===== src/rtl/mp3_serializer.sv =====
// Byte-to-serial transmitter for the MP3 decoder serial input: a one-byte holding
// register feeds an MSB-first shifter gated by the synchronized decoder request.
module mp3_serializer #(
    parameter int DIV = 2,
    parameter int GAP = 4
) (
    input  logic       clk,
    input  logic       rst_n,
    input  logic [7:0] in_data,
    input  logic       in_valid,
    output logic       in_ready,
    input  logic       mp3_req,
    output logic       mp3_clk,
    output logic       mp3_sync,
    output logic       mp3_data,
    output logic       busy
);

    localparam int MAXC = (DIV > GAP) ? DIV : GAP;
    localparam int CW   = $clog2(MAXC + 1);

    localparam logic [CW-1:0] DIV_LOAD = CW'(DIV - 1);
    localparam logic [CW-1:0] GAP_LOAD = CW'(GAP - 1);
    localparam logic [CW-1:0] CNT_ONE  = CW'(1);
    localparam logic [CW-1:0] CNT_ZERO = CW'(0);

    typedef enum logic [1:0] {
        ST_IDLE   = 2'd0,
        ST_BIT_LO = 2'd1,
        ST_BIT_HI = 2'd2,
        ST_GAP    = 2'd3
    } state_t;

    state_t        state_q, state_d;
    logic [CW-1:0] cnt_q, cnt_d;
    logic [2:0]    bitcnt_q, bitcnt_d;
    logic [7:0]    sh_q, sh_d;
    logic [7:0]    hold_q, hold_d;
    logic          hold_full_q, hold_full_d;
    logic          req_meta_q, req_s_q;
    logic          mp3_clk_q, mp3_clk_d;
    logic          mp3_sync_q, mp3_sync_d;
    logic          mp3_data_q, mp3_data_d;
    logic          busy_q, busy_d;

    logic          accept_s;
    logic          start_s;
    logic          cnt_done_s;

    assign in_ready   = !hold_full_q;
    assign mp3_clk    = mp3_clk_q;
    assign mp3_sync   = mp3_sync_q;
    assign mp3_data   = mp3_data_q;
    assign busy       = busy_q;

    // hold_full blocks accept, so accept and an IDLE load never coincide
    assign accept_s   = in_valid && !hold_full_q;
    assign start_s    = (state_q == ST_IDLE) && hold_full_q && req_s_q;
    assign cnt_done_s = (cnt_q == CNT_ZERO);

    // Two-flop synchronizer for the decoder request
    always_ff @(posedge clk or negedge rst_n) begin
        if (!rst_n) begin
            req_meta_q <= 1'b0;
            req_s_q    <= 1'b0;
        end else begin
            req_meta_q <= mp3_req;
            req_s_q    <= req_meta_q;
        end
    end

    // Holding register: filled by the handshake, emptied when the shifter loads
    always_comb begin
        hold_d      = hold_q;
        hold_full_d = hold_full_q;
        if (accept_s) begin
            hold_d      = in_data;
            hold_full_d = 1'b1;
        end else if (start_s) begin
            hold_full_d = 1'b0;
        end else begin
            hold_full_d = hold_full_q;
        end
    end

    // Serial sequencer: data/sync move only with the mp3_clk fall or the byte start
    always_comb begin
        state_d    = state_q;
        cnt_d      = cnt_q;
        bitcnt_d   = bitcnt_q;
        sh_d       = sh_q;
        mp3_clk_d  = mp3_clk_q;
        mp3_sync_d = mp3_sync_q;
        mp3_data_d = mp3_data_q;
        case (state_q)
            ST_IDLE: begin
                mp3_clk_d = 1'b0;
                if (start_s) begin
                    state_d    = ST_BIT_LO;
                    sh_d       = {hold_q[6:0], 1'b0};
                    bitcnt_d   = 3'd7;
                    cnt_d      = DIV_LOAD;
                    mp3_data_d = hold_q[7];
                    mp3_sync_d = 1'b1;
                end else begin
                    mp3_sync_d = 1'b0;
                end
            end
            ST_BIT_LO: begin
                if (cnt_done_s) begin
                    state_d   = ST_BIT_HI;
                    mp3_clk_d = 1'b1;
                    cnt_d     = DIV_LOAD;
                end else begin
                    cnt_d = cnt_q - CNT_ONE;
                end
            end
            ST_BIT_HI: begin
                if (cnt_done_s) begin
                    mp3_clk_d  = 1'b0;
                    mp3_sync_d = 1'b0;
                    if (bitcnt_q != 3'd0) begin
                        state_d    = ST_BIT_LO;
                        bitcnt_d   = bitcnt_q - 3'd1;
                        mp3_data_d = sh_q[7];
                        sh_d       = {sh_q[6:0], 1'b0};
                        cnt_d      = DIV_LOAD;
                    end else begin
                        state_d = ST_GAP;
                        cnt_d   = GAP_LOAD;
                    end
                end else begin
                    cnt_d = cnt_q - CNT_ONE;
                end
            end
            ST_GAP: begin
                if (cnt_done_s) begin
                    state_d = ST_IDLE;
                end else begin
                    cnt_d = cnt_q - CNT_ONE;
                end
            end
            default: begin
                state_d    = ST_IDLE;
                mp3_clk_d  = 1'b0;
                mp3_sync_d = 1'b0;
            end
        endcase
        busy_d = (state_d != ST_IDLE);
    end

    // State and registered outputs
    always_ff @(posedge clk or negedge rst_n) begin
        if (!rst_n) begin
            state_q     <= ST_IDLE;
            cnt_q       <= CNT_ZERO;
            bitcnt_q    <= 3'd0;
            sh_q        <= 8'h00;
            hold_q      <= 8'h00;
            hold_full_q <= 1'b0;
            mp3_clk_q   <= 1'b0;
            mp3_sync_q  <= 1'b0;
            mp3_data_q  <= 1'b0;
            busy_q      <= 1'b0;
        end else begin
            state_q     <= state_d;
            cnt_q       <= cnt_d;
            bitcnt_q    <= bitcnt_d;
            sh_q        <= sh_d;
            hold_q      <= hold_d;
            hold_full_q <= hold_full_d;
            mp3_clk_q   <= mp3_clk_d;
            mp3_sync_q  <= mp3_sync_d;
            mp3_data_q  <= mp3_data_d;
            busy_q      <= busy_d;
        end
    end

endmodule


===== config.mk =====
export PLATFORM = sky130hd
export DESIGN_NAME = mp3_serializer
export DESIGN_NICKNAME = d
export VERILOG_FILES = /design/src/rtl/mp3_serializer.sv
export SDC_FILE = /design/constraint.sdc
export NUM_CORES = 1
export LEC_CHECK = 0
export ABC_CLOCK_PERIOD_IN_PS = 3100
export BUFFER_PORTS_ARGS = -buffer_cell sky130_fd_sc_hd__buf_2
export CAP_MARGIN = 5
export CELL_PAD_IN_SITES_DETAIL_PLACEMENT = 1
export CELL_PAD_IN_SITES_GLOBAL_PLACEMENT = 1
export CORE_MARGIN = 5
export CORE_UTILIZATION = 49
export DETAILED_ROUTE_END_ITERATION = 10
export PLACE_DENSITY_LB_ADDON = 0.05
export SETUP_SLACK_MARGIN = 0.02
export SYNTH_ARGS = -nofsm -noshare
export SYNTH_HDL_FRONTEND = slang
export SYNTH_SLANG_ARGS = --single-unit

===== constraint.sdc =====
create_clock -name clk -period 3.1 [get_ports clk]
set_input_delay 0 -clock clk [delete_from_list [all_inputs] [get_ports clk]]
set_output_delay 0 -clock clk [all_outputs]
set_load 0.02 [all_outputs]

Yosys cells after proc, flatten, opt, wreduce, memory -nomap -nowiden

Cells that the tools add are included.

Bitwise logic cells: 0
Shift-type cells: 0
Reductions and logical operators: 15
Add/sub/neg operators: 2
Multiply operators: 0
$lt $le $gt $ge: 0
Equal/unequal tests: 8
Mux-type cells: 31
Div/mod/pow operators: 0

Operators with widths:

| operator              | number |
|---|---|
| $mux W8               | 3 |
| $mux W3               | 7 |
| $pmux W8 S2           | 1 |
| $mux W2               | 6 |
| $pmux W3 S4           | 1 |
| $ne A2 B2 Y1 const B  | 5 |
| $mux W1               | 8 |
| $pmux W2 S4           | 1 |
| $pmux W3 S2           | 1 |
| $reduce_bool A2 Y1    | 3 |
| $reduce_bool A3 Y1    | 2 |
| $sub A3 B1 Y3 const B | 2 |
| $eq A2 B2 Y1 const B  | 2 |
| $pmux W1 S2           | 2 |
| $reduce_and A2 Y1     | 2 |
| $reduce_and A4 Y1     | 1 |
| $logic_and A1 B1 Y1   | 3 |
| $logic_not A3 Y1      | 1 |
| $pmux W1 S3           | 1 |
| $reduce_and A3 Y1     | 1 |
| $eq A2 B1 Y1 const B  | 1 |
| $logic_not A2 Y1      | 1 |
| $logic_not A1 Y1      | 1 |

Memory bits (writable): 0
Latch bits: 0
Bits in registers: 31
Word-level logic and storage cells: 68
Memory bits (read-only): 0
Input bits: 12
Memories: 0

Depth between registers and ports, before layout

Gate-level depths: netlist of the first run.

Word-level depth: 6
Mapped depth: 5
Depth with buffers taken out: 5

Worst setup path after synthesis of the first run

OpenSTA, ideal clock, no wires.

Path kind: flip-flop to flip-flop
Start point: register cnt_q[0]
End point: register bitcnt_q[0]
Stages on the path, launching flop included: 6
Clock period less this slack: 1.850 ns
Path slack: 1.250 ns
Required time: 2.975 ns
Buffers on the path: 0
Data arrival time: 1.725 ns
Setup time: 0.125 ns
Path through: dfrtp_1 -> inv_1 -> ha_1 -> nand2b_4 -> a2111oi_4 -> mux2_2

Word-level cells in the longest chain between the ends: 3

Ends and longest elaborated chain:

| what                               | RTL line | RTL |
|---|---|---|
| start: declaration                 | 35       | `logic [CW-1:0] cnt_q, cnt_d;` |
| start signal: assignment           | 167      | `cnt_q <= cnt_d;` |
| $logic_not A3 Y1                   | 59       | `assign cnt_done_s = (cnt_q == CNT_ZERO);` |
| $ne A2 B2 Y1 (no source line)      | -        |  |
| $reduce_and A4 Y1 (no source line) | -        |  |
| end signal: assignment             | 168      | `bitcnt_q <= bitcnt_d;` |
| end: declaration                   | 36       | `logic [2:0] bitcnt_q, bitcnt_d;` |

No other way between the ends.
A chain may end at the register's enable or synchronous reset.

Final worst setup path of the first run

Start point: register cnt_q[0]
End point: register sh_q[7]

Word-level cells in the longest chain between the ends: 3

Ends and longest elaborated chain:

| what                               | RTL line | RTL |
|---|---|---|
| $logic_not A3 Y1                   | 59       |  |
| $ne A2 B2 Y1 (no source line)      | -        |  |
| $reduce_and A4 Y1 (no source line) | -        |  |
| end signal: assignment             | 158      | `sh_q <= 8'h00;` |
| end signal: assignment             | 169      | `sh_q <= sh_d;` |
| end: declaration                   | 37       | `logic [7:0] sh_q, sh_d;` |

No other way between the ends.

==> results of run 1 <==
-- flip-flops by register name (all words and copies together), names as in the netlist --
register     cells
req_meta_q       1
state_q          2
mp3_data         1
bitcnt_q         3
busy             1
hold_q           8
req_s_q          1
mp3_sync         1
sh_q             7
mp3_clk          1
cnt_q            3
hold_full_q      1
-- stage by stage --
stage | worst slack, ps | power (µW) | cell area, µm² | hold WS (ps)
finish | 1036 | 1553 | 1655 | 237.4
global route | 901.8 | 1696 | 1655 | 299.3
floorplan | 1251 | 1171 | 1378 | -295.6
detailed placement | 1000 | 1328 | 1485 | 69.63
CTS | 999.1 | 1583 | 1655 | 250.7
global placement | 1061 | 1292 | 1485 | 70.86
-- worst max path at each step --
stage                startpoint     endpoint  slack [ps]  cells past startpoint
floorplan              cnt_q[0]  bitcnt_q[0]        1250                      5
global placement       cnt_q[0]      sh_q[4]        1060                      5
detailed placement     cnt_q[0]      sh_q[7]        1000                      5
CTS                    cnt_q[0]      sh_q[7]        1000                      5
global route        bitcnt_q[0]      sh_q[3]         900                      5
finish                 cnt_q[0]      sh_q[7]        1040                      5
-- metal layers --
layer | wire length [µm] | track usage (%) | vias up
li1 | - | - | 438
met1 | 1032 | 16.74 | 456
met2 | 1373 | 26.41 | 15
met3 | 123 | 5.935 | 5
met4 | 37 | 5.570 | 0
met5 | 0 | 0 | -
-- cell families after synthesis --
group	share of synthesized area [%]
AOI/OAI and AO/OA	8.266
adders and majority gates	3.633
buffers and inverters	3.814
DFF	54.50
muxes	20.35
and+or+nand+nor	9.447
-- power groups by stage --
stage                     sequential, µW  clock, µW  combinational, µW
after floorplan                      658          0                514
after global placement               680          0                612
after detailed placement             691          0                637
after CTS                            686        249                648
after global routing                 707        277                712
final                                681        241                632
-- layout by cell type, fill, tap and decap left out, drive strengths merged --
master / Yosys / layout
o21ai: 7 / 7
or4: 1 / 1
inv: 9 / 9
clkinv: 0 / 1
and3b: 1 / 1
a2111oi: 1 / 1
nand4b: 1 / 1
clkbuf: 1 / 7
a211oi: 1 / 1
nand2: 7 / 7
mux2i: 1 / 1
and2b: 2 / 2
nor2: 3 / 3
ha: 4 / 4
o22ai: 1 / 1
buf: 3 / 17
mux2: 24 / 24
a31oi: 1 / 1
nand3b: 1 / 1
dlygate4sd3: 0 / 11
nor3b: 1 / 1
nor2b: 1 / 1
a21oi: 2 / 2
o221ai: 1 / 1
nand2b: 1 / 1
o21a: 1 / 1
dfrtp: 30 / 30
nand3: 3 / 3
-- layout make-up --
class / instances / area (µm²) / share of cell area, %
clock buffers: 7 / 55.05 / 3.326
multi-input cells: 66 / 574.3 / 34.69
clock inverters: 1 / 5.005 / 0.3023
inverters: 9 / 33.78 / 2.041
repair buffers: 28 / 197.7 / 11.94
well taps: 31 / 38.79 / 2.343
flip-flops and latches: 30 / 750.7 / 45.35
-- what timing repair did --
action,4_1_cts,5_1_grt
resized for setup,0,0
hold endpoints to repair,40,0
hold buffers,11,0
==> reports/qor.yml, run 1 <==
outcome: "finished, final reports clean"
period_minus_slack_ps: 2064
cp-end-kind: "register"
rsz0062_at_grt: "no"
viasPerCell: 5.314
grt.total_usage_pct: 15.28
slew_headroom_pct: 52.38
slowest_delay_ps: 720
tightest_slew_ps: 714.3
worstSetupPathType: "register to register"
worstPathCellList: "inv_1, ha_1, nand2b_4, a2111oi_4, mux2_2"
syn_inst: 109
ant_nets: 0
power.switching_uw: 541.7
port_buffers: 16
yosys-top-cells-area: "dfrtp_1 (54%), mux2_2 (20%), ha_1 (3.6%)"
core_area_um2: 2734
yosysMostFrequentCell: "dfrtp_1"
fin_crit_sh_pct: 66.59
antenna_found_initial: 0
leakage_uw: 0.0007517
reg2reg_from: "cnt_q[0]"
yosys-top-cells-count: "dfrtp_1 (30), mux2_2 (24), inv_1 (9), nand2_1 (7), o21ai_0 (7)"
p_int_uw: 1011
drive_gt1_share_pct: 37.59
syn_area_per_cell_um2: 12.64
cp_slowest_cell: "a2111oi_4"
clkTransAtPathRegs_ps: 90
die_h_um: 63.02
dieArea_um2: 3972
ir_drop_mv: 0.5234
cts_tree: "done"
ys_types: 27
final_util_pct: 60.55
setup_viol: 0
gp_congestion: 0.7209
dr.pass1.iters: 2
gr-total-overflow: 0
cp-start-kind: "register"
fp.dieW_um: 63.02
wl_per_cell_um: 14.92
critPathRequiredTime_ps: 3310
syn_nets: 125
grt_pass1_wl_mm: 4.719
dr.first_iter.drc_count: 28
critPathTopFamily: "compound AO/OA/AOI/OAI gates"
fin_setup_tns_ps: 0
vias: 914
switching_share_pct: 34.88
grt_max_degree: 31
io_pins: 17
post-place-cells: 153
fin_worst_skew_ps: 3.068
p_per_area_nw_per_um2: 938.3
yosysWarnings: 0
postCtsSetupBuffers: 0
fin_cells: 172
worstRegToRegCells: 5
synth-async-reset-ratio_pct: 100.0
wirelength_mm: 2.566
max-cap-violations: 0
max_freq_mhz: 484.4
synthFlopType: "dfrtp_1"
path_buf_inv: 1
cp_max_fo: 10
seq_power_share_pct: 43.8
clockPowerShare_pct: 15.5
worstPathArrival_ps: 2280
ys_seq_area_share_pct: 54.50
synth_area_um2: 1378
hold_viol_final: 0
htree_levels: 2
dpl.hpwl_mm: 1.760
drv_slew: 0
yosysTopAreaCell: "dfrtp_1"
hold_class: "input port to async pin"
synth-edff-count: 0
synth_top_area_share_pct: 54.50
start_util_pct: 50.39
fillers: 280
drcViolationCount: 0
clockBufferDepth: 2
nets: 156
combPwrFrac_pct: 40.7
syn_to_final_growth_pct: 20.16
grt_pass1_vias: 1010
diodes: 0
clk_latency_ps: 320
cts_made_buffers: 5
r2r_slack_ps: 1040
synth-seq-cells: 30
timing.rr.end: "sh_q[7]"
clock_sinks: 30
cts_root_buf: "clkbuf_4"
rows: 19
Note: power is estimated with default switching activity, not from simulation.
==> inputs of run 2 (changes only) <==
ABC_CLOCK_PERIOD_IN_PS = 1750   (was 3100)
CORE_UTILIZATION = 41   (was 49)
clock period = 1.75 ns   (was 3.1 ns; I/O delays follow)
==> run 2 against run 1 <==
Against the previous run:
- global-route usage down 0.44 points
- sequential share of layout area decreased by 4.3 points
- worst hold slack worse by 3.3 ps
- setup slack lost 1000 ps
- clock-buffer cell count did not move
- sequential cell count stayed put
- clock power rose by 79%
- maximum frequency rose by 20%
- die area rose by 16%
- critical path type unchanged
- largest power group is now combinational cells
==> reports/qor.yml, run 2 (synthesis gave the netlist of run 1 again) <==
syn_to_final_growth_pct: 33.06
cp-start-kind: "register"
slew_headroom_pct: 54.20
gp_congestion: 0.6750
worstSetupPathType: "register to register"
clock_sinks: 30
tightest_slew_ps: 686.9
max-cap-violations: 0
dieArea_um2: 4619
fin_hold_ws_ps: 234.1
fp.dieW_um: 67.97
ant_nets: 0
rsz0062_at_grt: "yes"
max_freq_mhz: 583.1
dr.first_iter.drc_count: 31
outcome: "finished, final reports clean"
die_h_um: 67.97
vias: 959
fillers: 348
clk_latency_ps: 330
worstRegToRegCells: 6
fin_crit_sh_pct: 97.99
dr.pass1.iters: 2
hold_viol_final: 0
post-place-cells: 176
cp-end-kind: "register"
seq_area_um2: 752.0
cp_max_fo: 5
rows: 21
reg2reg_from: "bitcnt_q[1]"
grt_pass1_wl_mm: 4.885
wl_met1_mm: 1.236
final_area_um2: 1833
io_pins: 17
top_layer: "met4"
cts_root_buf: "clkbuf_4"
worstSetupStartpoint: "bitcnt_q[1]"
clockBufferDepth: 2
layout_common_cells: "dfrtp_1 (29), buf_2 (16), mux2_2 (15)"
grt.total_usage_pct: 14.84
port_buffers: 16
timing.rr.end: "sh_q[5]"
met2_length_mm: 1.505
worstPathArrival_ps: 1930
top_regs: "hold_q: 8 flops, sh_q: 7 flops"
core_area_um2: 3284
wl_per_cell_um: 14.63
htree_levels: 2
p_per_area_nw_per_um2: 1741
diodes: 0
drive_gt1_share_pct: 47.06
wirelength_mm: 2.911
critPathRequiredTime_ps: 1970
gr-total-overflow: 0
drcViolationCount: 0
r2r_slack_ps: 40
period_minus_slack_ps: 1715
fin_worst_skew_ps: 10.58
viasPerCell: 4.819
dpl.hpwl_mm: 1.941
hold_class: "input port to async pin"
drv_slew: 0
nets: 168
setup_viol: 0
ir_drop_mv: 0.7507
antenna_found_initial: 0
multiInputGateArea_um2: 634.4
largest_reg_flops: 8
mostFrequentLayoutCell: "dfrtp_1"
clkTransAtPathRegs_ps: 100
place_area_um2: 1570
grt_max_degree: 31
cts_made_buffers: 5
largest_register: "hold_q"
start_util_pct: 41.94
cts_tree: "done"
leakage_uw: 0.0008397
fin_cells: 199
wl_met3_um: 112
grt_pass1_vias: 996
run 2: how the worst max path moves through the flow:
stage                              to  slack [ps]  cells after the start
after floorplan           bitcnt_q[0]         -90                      5
after global placement       mp3_data          10                      6
after detailed placement      sh_q[5]         -50                      6
after CTS                     sh_q[4]           4                      6
after global routing          sh_q[6]         -30                      6
final                         sh_q[5]          40                      6
run 2: power by group:
| group | total, µW | switching [µW] | internal, µW |
|---|---|---|---|
| logic | 1590 | 677 | 915 |
| clock network | 431 | 237 | 194 |
| registers | 1170 | 175 | 994 |
run 2: per-layer routing:
metal  global-route usage (%)  vias up
li1                         -      464
met1                    17.17      473
met2                    24.43       15
met3                    4.926        7
met4                    7.444        0
met5                        0        -
run 2: repair_timing:
item | in CTS | in global routing
endpoints found under the hold margin | 40 | 0
gates cloned | 1 | 0
setup buffers | 1 | 2
endpoints found under the setup margin | 10 | 10
hold buffers | 11 | 0
resized for setup | 6 | 13
pin swaps | 1 | 0
run 2: cell type report:
class / instances / area share [%]
Multi-Input combinational cell: 66 / 34.61
Clock buffer: 7 / 3.003
Sequential cell: 30 / 41.02
Inverter: 9 / 1.843
Timing Repair Buffer: 40 / 16.11
Tap cell: 46 / 3.140
Clock inverter: 1 / 0.2730
run 2: worst max-delay path, cell delays in order (launching register included):
cell	delay, ps
dfrtp_1	380
inv_2	70
ha_4	160
and3b_2	220
a2111oi_4	270
buf_6	190
mux2_4	300
run 2: metrics by stage:
step / setup slack (ps) / power (µW) / setup TNS, ps / utilization (%)
finish: 35.14 / 3192 / 0 / 55.81
global route: -29.93 / 3443 / -169.0 / 55.81
CTS: 3.680 / 3062 / 0 / 53.98
detailed placement: -49.97 / 2503 / -364.0 / 47.81
global placement: 11.07 / 2420 / 0 / 47.81
floorplan: -85.68 / 2084 / -719.7 / -
==> inputs of run 3 (changes only) <==
PLACE_DENSITY_LB_ADDON = 0.2   (was 0.05)
==> run 3 against run 2 <==
Against the previous run:
- core utilization grew 1.3 points
- final area grew 2.3%
- sequential power is essentially flat
- cell count grew 0.50%
- first-iteration DRC count grew 19%
- maximum frequency shrank 1.6%
- die area is the same
- sequential cell count is the same
- non-clock buffer count grew 1
- clock power grew 71%
- critical path type unchanged
- critical endpoint is now sh_q[4]
- largest power group unchanged
==> reports/qor.yml, run 3 (synthesis gave the netlist of run 1 again) <==
outcome: "finished, final reports clean"
grt_use_met1_pct: 17.05
top_regs: "hold_q: 8 flops, sh_q: 7 flops"
htree_levels: 2
diodes: 0
start_util_pct: 41.94
drive_gt1_share_pct: 47.40
period_minus_slack_ps: 1743
worstPathCellList: "inv_2, ha_4, and3b_2, a2111oi_4, buf_6, mux2_2"
leakage_uw: 0.0008523
grt_max_degree: 31
final_area_um2: 1876
drv_slew: 0
fin_setup_tns_ps: 0
seq_power_share_pct: 33.7
hold_class: "input port to async pin"
gp_congestion: 0.7094
combPwrFrac_pct: 45.1
use_met3_pct: 4.269
switching_share_pct: 32.56
clockPowerShare_pct: 21.2
layout_common_cells: "dfrtp_1 (30), mux2_2 (19), buf_2 (16)"
grt_pass1_wl_mm: 5.382
place_area_um2: 1585
power.switching_uw: 1133
max_freq_mhz: 573.8
cp_slowest_cell: "dfrtp_1"
p_total_uw: 3478
max-cap-violations: 0
grt.total_usage_pct: 16.26
grt_pass1_vias: 1150
cp-start-kind: "register"
final_util_pct: 57.10
port_buffers: 16
largest_register: "hold_q"
setup_viol: 0
hold_viol_final: 0
antenna_found_initial: 0
io_pins: 17
critPathRequiredTime_ps: 1970
dr.first_iter.drc_count: 37
clock_sinks: 30
slew_headroom_pct: 53.59
p_per_area_nw_per_um2: 1855
rows: 21
cp-end-kind: "register"
cts_root_buf: "clkbuf_4"
largest_reg_flops: 8
viasPerCell: 4.930
clk_latency_ps: 330
clockBufferDepth: 2
die_h_um: 67.97
dr.pass1.iters: 2
wl_per_cell_um: 15.83
wirelength_mm: 3.165
syn_to_final_growth_pct: 36.15
nets: 169
fin_worst_skew_ps: 8.135
tightest_slew_ps: 696.2
p_int_uw: 2346
cts_made_buffers: 5
use_met2_pct: 29.48
fin_crit_sh_pct: 99.59
ir_drop_mv: 0.7286
ant_nets: 0
core_area_um2: 3284
worstPathArrival_ps: 1970
cp_max_fo: 5
gr-total-overflow: 0
cts_tree: "done"
dieArea_um2: 4619
fp.dieW_um: 67.97
mostFrequentLayoutCell: "dfrtp_1"
worstSetupPathType: "register to register"
busiest_layer: "met2"
slowest_delay_ps: 390
vias: 986
clkTransAtPathRegs_ps: 100
rsz0062_at_grt: "yes"
drcViolationCount: 0
dpl.hpwl_mm: 1.964
[run 3: cell types whose count changed in the layout (fill, tap and decap cells not counted)]
cell / delta
bufinv_16: +2
clkbuf_1: -1
dfrtp_1: +1
mux2_2: +4
dfrtp_2: -1
buf_4: +1
mux2_4: -4
clkinv_2: -1
[run 3: cell type report]
cell class	count	area [µm²]
multi-input cells	66	619.3
flip-flops and latches	30	750.7
inverters	9	33.78
fillers	352	1409
clock inverters	2	60.06
repair buffers	41	302.8
clock buffers	6	51.30
well taps	46	57.56
[run 3: metrics by stage]
step / std cells / setup WS (ps) / hold WS (ps)
after CTS: 199 / 0.6606 / 256.0
final: 200 / 7.185 / 238.3
after detailed placement: 178 / -47.81 / 78.79
after global routing: 200 / -90.35 / 295.4
after global placement: 178 / 27.16 / 78.05
after floorplan: 109 / -85.68 / -295.6
[run 3: timing repair]
| item | in CTS | in global routing |
|---|---|---|
| gates resized for setup | 11 | 3 |
| endpoints found under the setup margin | 10 | 9 |
| setup buffers | 1 | 1 |
| cloned | 1 | 0 |
| hold buffers | 11 | 0 |
| endpoints found under the hold margin | 40 | 0 |
| pin swaps | 1 | 0 |
[run 3: critical path: cells and delay by family, from the launching register on]
family	cells	cell delay [ps]
DFF	1	390
muxes	1	330
AOI/OAI and AO/OA	1	280
buffers and inverters	2	260
and+or+nand+nor	1	230
adders and majority gates	1	160
[run 3: power groups by stage]
stage               combinational [µW]  sequential (µW)  clock [µW]
detailed placement                1330             1180           0
global placement                  1270             1170           0
floorplan                          918             1170           0
finish                            1570             1170         736
global route                      1710             1210         789
CTS                               1530             1170         755
[run 3: final timing paths]
check	from	endpoint	slack, ps	cells after the start
hold reg to reg	req_meta_q	req_s_q	370	0
setup / recovery	bitcnt_q[1]	sh_q[4]	7	6
hold / removal	rst_n	req_s_q	240	2
max in group asynchronous	rst_n	cnt_q[0]	1060	2
min in group clk	mp3_req	req_meta_q	310	2
setup reg to reg	bitcnt_q[1]	sh_q[4]	7	6
[run 3: layer usage]
layer	vias to the layer above	part of all wire (%)
li1	466	-
met1	498	41
met2	16	53
met3	6	3.8
met4	0	2.1
met5	-	0
